## src/rtl/sd_line_pkg.sv

```systemverilog
// Shared types and constants for the SD line responder.
package sd_line_pkg;

   localparam int ADDR_W = 32;
   localparam int WORD_W = 32;
   localparam int CMD_W  = 1;
   localparam int LINE_W = 128;

   localparam int BEATS  = LINE_W / WORD_W;
   localparam int BEAT_W = $clog2(BEATS);
   localparam int OFFS   = $clog2(LINE_W / 8);

   localparam logic CMD_READ  = 1'b0;
   localparam logic CMD_WRITE = 1'b1;

   typedef enum logic [2:0] {
      ST_IDLE,
      ST_CMD,
      ST_WSEND,
      ST_RRECV,
      ST_RESP
   } state_e;

endpackage

```

## src/rtl/sd_line_gearbox.sv

```systemverilog
// Line register with word select / insert by beat index. The write path
// loads a full line and reads words out; the read path inserts words.
import sd_line_pkg::*;

module sd_line_gearbox #(
   parameter int WIDTH     = LINE_W,
   parameter int DATA      = WORD_W,
   parameter int BEAT_BITS = BEAT_W
) (
   input  logic                 clk_i,
   input  logic                 rst_ni,
   input  logic                 load_i,
   input  logic [WIDTH-1:0]     load_line_i,
   input  logic                 ins_i,
   input  logic [DATA-1:0]      ins_word_i,
   input  logic [BEAT_BITS-1:0] beat_i,
   output logic [WIDTH-1:0]     line_o,
   output logic [DATA-1:0]      word_o
);

   logic [WIDTH-1:0] line_q, line_d;

   // Next line value: full load wins over a single-word insert.
   always_comb begin
      line_d = line_q;
      if (load_i) begin
         line_d = load_line_i;
      end else if (ins_i) begin
         line_d[DATA*int'(beat_i) +: DATA] = ins_word_i;
      end
   end

   // Line storage register.
   always_ff @(posedge clk_i or negedge rst_ni) begin
      if (!rst_ni) begin
         line_q <= '0;
      end else begin
         line_q <= line_d;
      end
   end

   assign line_o = line_q;
   assign word_o = line_q[DATA*int'(beat_i) +: DATA];

endmodule

```

## src/rtl/sd_line_responder.sv

```systemverilog
// Cache-facing line port of the SD path: one command beat, then a burst of
// words to or from the SD controller. All valid/ready outputs decode from
// state only, data/address outputs come from registers.
//
// Handshake: a transfer happens on a rising clock edge where valid and ready
// are both high; a raised valid keeps its payload stable until that edge.
import sd_line_pkg::*;

module sd_line_responder #(
   parameter int ADDR  = ADDR_W,
   parameter int DATA  = WORD_W,
   parameter int CMD   = CMD_W,
   parameter int WIDTH = LINE_W
) (
   input  logic             clock,
   input  logic             reset,
   input  logic             line_valid_in,
   output logic             line_ready_in,
   input  logic [ADDR-1:0]  line_addr_in,
   input  logic [WIDTH-1:0] line_data_in,
   input  logic [CMD-1:0]   line_cmd_in,
   output logic             line_valid_out,
   input  logic             line_ready_out,
   output logic [WIDTH-1:0] line_data_out,
   output logic             blk_valid_out,
   input  logic             blk_ready_out,
   output logic [ADDR-1:0]  blk_addr_out,
   output logic [CMD-1:0]   blk_cmd_out,
   output logic             wd_valid_out,
   input  logic             wd_ready_out,
   output logic [DATA-1:0]  wd_data_out,
   input  logic             rd_valid_in,
   output logic             rd_ready_in,
   input  logic [DATA-1:0]  rd_data_in,
   output state_e           dbg_state_o
);

   localparam int N_BEATS = WIDTH / DATA;
   localparam int NB_W    = $clog2(N_BEATS);
   localparam int N_OFFS  = $clog2(WIDTH / 8);

   state_e          state_q, state_d;
   logic [NB_W-1:0] beat_q, beat_d;
   logic [ADDR-1:0] addr_q, addr_d;
   logic [CMD-1:0]  cmd_q, cmd_d;
   logic            load, ins;
   logic            last_beat;

   assign last_beat = (beat_q == NB_W'(N_BEATS - 1));

   // Next-state, handshake decode and gearbox control.
   always_comb begin
      state_d        = state_q;
      beat_d         = beat_q;
      addr_d         = addr_q;
      cmd_d          = cmd_q;
      load           = 1'b0;
      ins            = 1'b0;
      line_ready_in  = 1'b0;
      blk_valid_out  = 1'b0;
      wd_valid_out   = 1'b0;
      rd_ready_in    = 1'b0;
      line_valid_out = 1'b0;
      case (state_q)
         ST_IDLE: begin
            line_ready_in = 1'b1;
            if (line_valid_in) begin
               addr_d  = {line_addr_in[ADDR-1:N_OFFS], {N_OFFS{1'b0}}};
               cmd_d   = line_cmd_in;
               load    = 1'b1;
               beat_d  = '0;
               state_d = ST_CMD;
            end
         end
         ST_CMD: begin
            blk_valid_out = 1'b1;
            if (blk_ready_out) begin
               state_d = (cmd_q[0] == CMD_WRITE) ? ST_WSEND : ST_RRECV;
            end
         end
         ST_WSEND: begin
            wd_valid_out = 1'b1;
            if (wd_ready_out) begin
               beat_d = beat_q + 1'b1;
               if (last_beat) state_d = ST_IDLE;
            end
         end
         ST_RRECV: begin
            rd_ready_in = 1'b1;
            if (rd_valid_in) begin
               ins    = 1'b1;
               beat_d = beat_q + 1'b1;
               if (last_beat) state_d = ST_RESP;
            end
         end
         ST_RESP: begin
            line_valid_out = 1'b1;
            if (line_ready_out) state_d = ST_IDLE;
         end
         default: state_d = ST_IDLE;
      endcase
   end

   // State, beat counter and latched request registers.
   always_ff @(posedge clock or negedge reset) begin
      if (!reset) begin
         state_q <= ST_IDLE;
         beat_q  <= '0;
         addr_q  <= '0;
         cmd_q   <= '0;
      end else begin
         state_q <= state_d;
         beat_q  <= beat_d;
         addr_q  <= addr_d;
         cmd_q   <= cmd_d;
      end
   end

   sd_line_gearbox #(
      .WIDTH     (WIDTH),
      .DATA      (DATA),
      .BEAT_BITS (NB_W)
   ) u_gearbox (
      .clk_i       (clock),
      .rst_ni      (reset),
      .load_i      (load),
      .load_line_i (line_data_in),
      .ins_i       (ins),
      .ins_word_i  (rd_data_in),
      .beat_i      (beat_q),
      .line_o      (line_data_out),
      .word_o      (wd_data_out)
   );

   assign blk_addr_out = addr_q;
   assign blk_cmd_out  = cmd_q;
   assign dbg_state_o  = state_q;

endmodule

```

## config.mk

```make
export PLATFORM = sky130hd
export DESIGN_NAME = sd_line_responder
export DESIGN_NICKNAME = d
export VERILOG_FILES = /design/src/rtl/sd_line_pkg.sv /design/src/rtl/sd_line_gearbox.sv /design/src/rtl/sd_line_responder.sv
export SDC_FILE = /design/constraint.sdc
export NUM_CORES = 1
export LEC_CHECK = 0
export CORE_AREA = 2 2 156 158
export DETAILED_ROUTE_END_ITERATION = 16
export DIE_AREA = 0 0 158 160
export GPL_TIMING_DRIVEN = 0
export PLACE_DENSITY = 0.8
export RECOVER_POWER = 100
export SLEW_MARGIN = 30
export SYNTH_ARGS = -nofsm -noshare
export SYNTH_HDL_FRONTEND = slang
export SYNTH_SLANG_ARGS = --single-unit
```

## constraint.sdc

```tcl
create_clock -name clock -period 3 [get_ports clock]
set_input_delay 0.6 -clock clock [delete_from_list [all_inputs] [get_ports clock]]
set_output_delay 0.6 -clock clock [all_outputs]
set_load 0.03 [all_outputs]
```

==> summary.md <==
| Metric | Value |
|---|---|
| Outcome | completed |
| Worst EP required | roughly 2400 ps |
| Syn avg cell area | 11.3 µm² |
| Synthesized cell area | 7830 µm² |
| Max-cap viol count | 0 |
| Crit path kind | flop to output pin |
| Crit share post-route | between 90% and 100% |
| Vias | 8,070 |
| Cell count of the worst reg-to-reg path | 9 |
| Setup violations, final | 0 |
| Detailed-route DRC error count | 0 |
| Worst reg2reg setup slack | 130 ps |
| Tmin final | between 2000 and 3000 ps |
| Clk slew on worst S/H paths | ~70 ps |
| Pleak | 5.73 nW |
| F_max | approximately 340 MHz |
| Initial DRC count | approximately 780 |
| Routed WL | roughly 36 mm |
| Vias in the first global route | 8,418 |
| Critical Path Start Type | flop |
| VDD IR max | between 500 and 600 µV |
| First-pass GRT wire length | about 53 mm |
| RR Startpoint | beat_q[1] |
| H-tree depth | 4 |
| Hold Path Class | primary input to asynchronous set/reset pin |
| Power density over the cells | approximately 1200 nW/µm² |
| Post-CTS Hold Buffers | 0 |
| Worst-case clock skew | slightly below 9 ps |
| Starting Density | roughly 33% |
| Yosys cell types | 32 |
| P_sw | around 0.0073 W |
| Clock Latency Late Sink | 420 ps |
| Routed Antenna Nets | 0 |
| Worst slew pin tran | 1390 ps |
| I/O pins | ~400 |
| Port Buffers | around 390 |
| Worst Path Max Fanout | 10 |
| GRT overflow | 0 |
| Layout area overhead | 63.7% |
| Sw Ratio | between 40% and 50% |
| Final Worst Setup Slack | around 86 ps |
| Final net count | 1,318 |
| RSZ-0062 raised after global routing | no |
| Initial antenna violation count | 1 |
| Synth warn | 0 |
| Clock power share | 14.3% |
| Seq pwr share | a little over a quarter |
| Layout cells sized above 1 | between 10 and 15% |
| Sink Count | between 150 and 200 |
| Final Wtd Congestion | ~0.86 |
| Wire length per cell | 25.1 µm |
| Post-Synthesis Cells | a little under 700 |
| Clock root buffer | clkbuf_16 |
| Global router's overall resource usage | between 20% and 30% |
| RR Endpoint | u_gearbox.line_o[119] |
| CORE AREA | approximately 24,000 µm² |
| Fill cells | approximately 2,200 |
| Rel. slew slack | ~7.5% |
| Comb pwr share | about three fifths |
| Bufs on Longest Clock Path | 2 |
| Die height | ~160 µm |
| CP Capture Type | output pin |
| Fin. max-slew vios | 0 |
| Number of synthesized register bits | ~160 |
| Pre-CTS WS | -1040 ps |
| DIE AREA | 25,300 µm² |
| Seq/Total Area, Yosys | 51.8% |
| Pin count of the biggest net entering global routing | 73 |
| Cell internal pwr | 0.00777 W |
| CTS tree | yes |
| Die width | approximately 160 µm |
| DRT Pass-1 Iters | 6 |
| Worst path arrival time | ~2300 ps |
| Util after Layout | a little over half |
| CTS Buf Count | 17 |
| Final hold violations | 0 |
| Vias per cell | 5.56 |
| Dpl hpwl | ~26 mm |
| Num rows | 57 |
-- sequential cells by signal, indices dropped and copies added, names as in the netlist --
register,flops
blk_addr_out,28
blk_cmd_out,1
u_gearbox.line_o,128
dbg_state_o,3
beat_q,2
-- stage by stage --
stage               hold WS [ps]  cell area (µm²)  total power [W]  TNS (ps)  std cells
floorplan                    304             7840          0.00921         0        695
detailed placement           465            12200           0.0135    -75910       1413
global route                 509            12800           0.0158         0       1451
CTS                         9.42            12900           0.0156     -44.2       1448
global placement             483            12200           0.0133   -980780       1411
finish                       480            12800           0.0151         0       1451
-- worst max-delay path by stage --
stage	startpoint	end	depth (start not counted)
final	beat_q[0]	wd_data_out[2]	3
after global routing	line_valid_in	u_gearbox.line_o[57]	7
after CTS	beat_q[1]	u_gearbox.line_o[90]	9
after detailed placement	beat_q[1]	u_gearbox.line_o[119]	9
after global placement	reset	u_gearbox.line_o[89]	1
after floorplan	beat_q[1]	u_gearbox.line_o[104]	9
-- cell usage after synthesis, drive strengths merged --
library cell / count / share of area, %
mux2: 29 / 4.2
and4b: 1 / 0.13
conb: 1 / 0.048
a22oi: 96 / 9.2
clkbuf: 16 / 0.77
nand3: 1 / 0.064
ha: 5 / 0.80
a21oi: 6 / 0.48
or2: 1 / 0.080
buf: 50 / 3.5
nand2: 101 / 4.8
mux2i: 3 / 0.38
o21ai: 98 / 6.3
a211oi: 2 / 0.19
nor3: 6 / 0.58
a22o: 1 / 0.11
nand4b: 3 / 0.34
a21boi: 1 / 0.096
a222oi: 32 / 4.1
nand3b: 1 / 0.096
nor4b: 1 / 0.30
nor3b: 3 / 0.29
nor2: 1 / 0.048
nor4: 2 / 0.32
mux4: 32 / 9.2
dfrtp: 162 / 52
inv: 37 / 1.8
-- cell families after synthesis --
logic type	share of synthesized area (%)
buffers and inverters	6.07
other	0.0479
adders and majority gates	0.799
muxes	13.8
AOI/OAI and AO/OA	20.4
and+or+nand+nor	7.08
DFF	51.8
-- power by group through the flow --
stage	Clock (W)	Sequential [W]	Combinational (W)
final	0.00216	0.00412	0.00881
after global routing	0.00230	0.00424	0.00931
after CTS	0.00219	0.00415	0.00926
after detailed placement	0	0.00418	0.00937
after global placement	0	0.00414	0.00921
after floorplan	0	0.00598	0.00323
-- metal layers --
layer,wire (µm),share of wire [%],track usage [%],up-vias
met5,0,0,0,-
met4,1080,3.0,11.3,0
met3,3530,9.7,7.82,77
met2,18000,49,47.5,519
met1,13800,38,34.9,4033
li1,-,-,-,3441
-- worst max-delay path: stages, from the launching register on --
cell,delay (ps)
dfrtp_1,410
buf_4,250
mux4_2,520
dlygate4sd3_1,710
-- layout by cell type (no fill, tap or decap), types with 2 or more instances in the layout --
cell / n
a21oi_2: 2
dlygate4sd3_1: 168
clkinvlp_4: 3
clkinv_4: 4
mux4_2: 32
mux2_2: 29
conb_1: 4
a21oi_1: 4
clkbuf_4: 5
inv_6: 4
clkbuf_16: 17
o21ai_1: 9
buf_6: 2
dlygate4sd2_1: 29
buf_2: 28
clkdlybuf4s50_1: 194
inv_1: 37
nor3_4: 3
ha_1: 5
a211oi_1: 2
buf_4: 13
nand4b_1: 3
a22oi_1: 96
clkbuf_2: 14
o21ai_0: 89
nor3_1: 3
mux2i_1: 3
nor3b_1: 3
dfrtp_1: 162
clkbuf_1: 14
a222oi_1: 32
nor4_4: 2
nand2_1: 101
-- what timing repair did --
| action | 4_1_cts | 5_1_grt |
|---|---|---|
| setup endpoints to repair | 157 | 76 |
| pin swaps | 3 | 1 |
| gates resized for setup | 49 | 7 |
| setup buffers | 3 | 2 |
-- final cells by class --
type | count | area, µm² | share of cell area, %
Buffer | 66 | 359 | 2.80
Tap cell | 324 | 405 | 3.16
Sequential cell | 162 | 4050 | 31.6
Antenna cell | 1 | 2.50 | 0.0195
Clock inverter | 12 | 123 | 0.957
Inverter | 37 | 139 | 1.08
Multi-Input combinational cell | 430 | 3350 | 26.2
Timing Repair Buffer | 399 | 3930 | 30.7
Clock buffer | 20 | 447 | 3.49
Note: power is estimated with default switching activity, not from simulation.
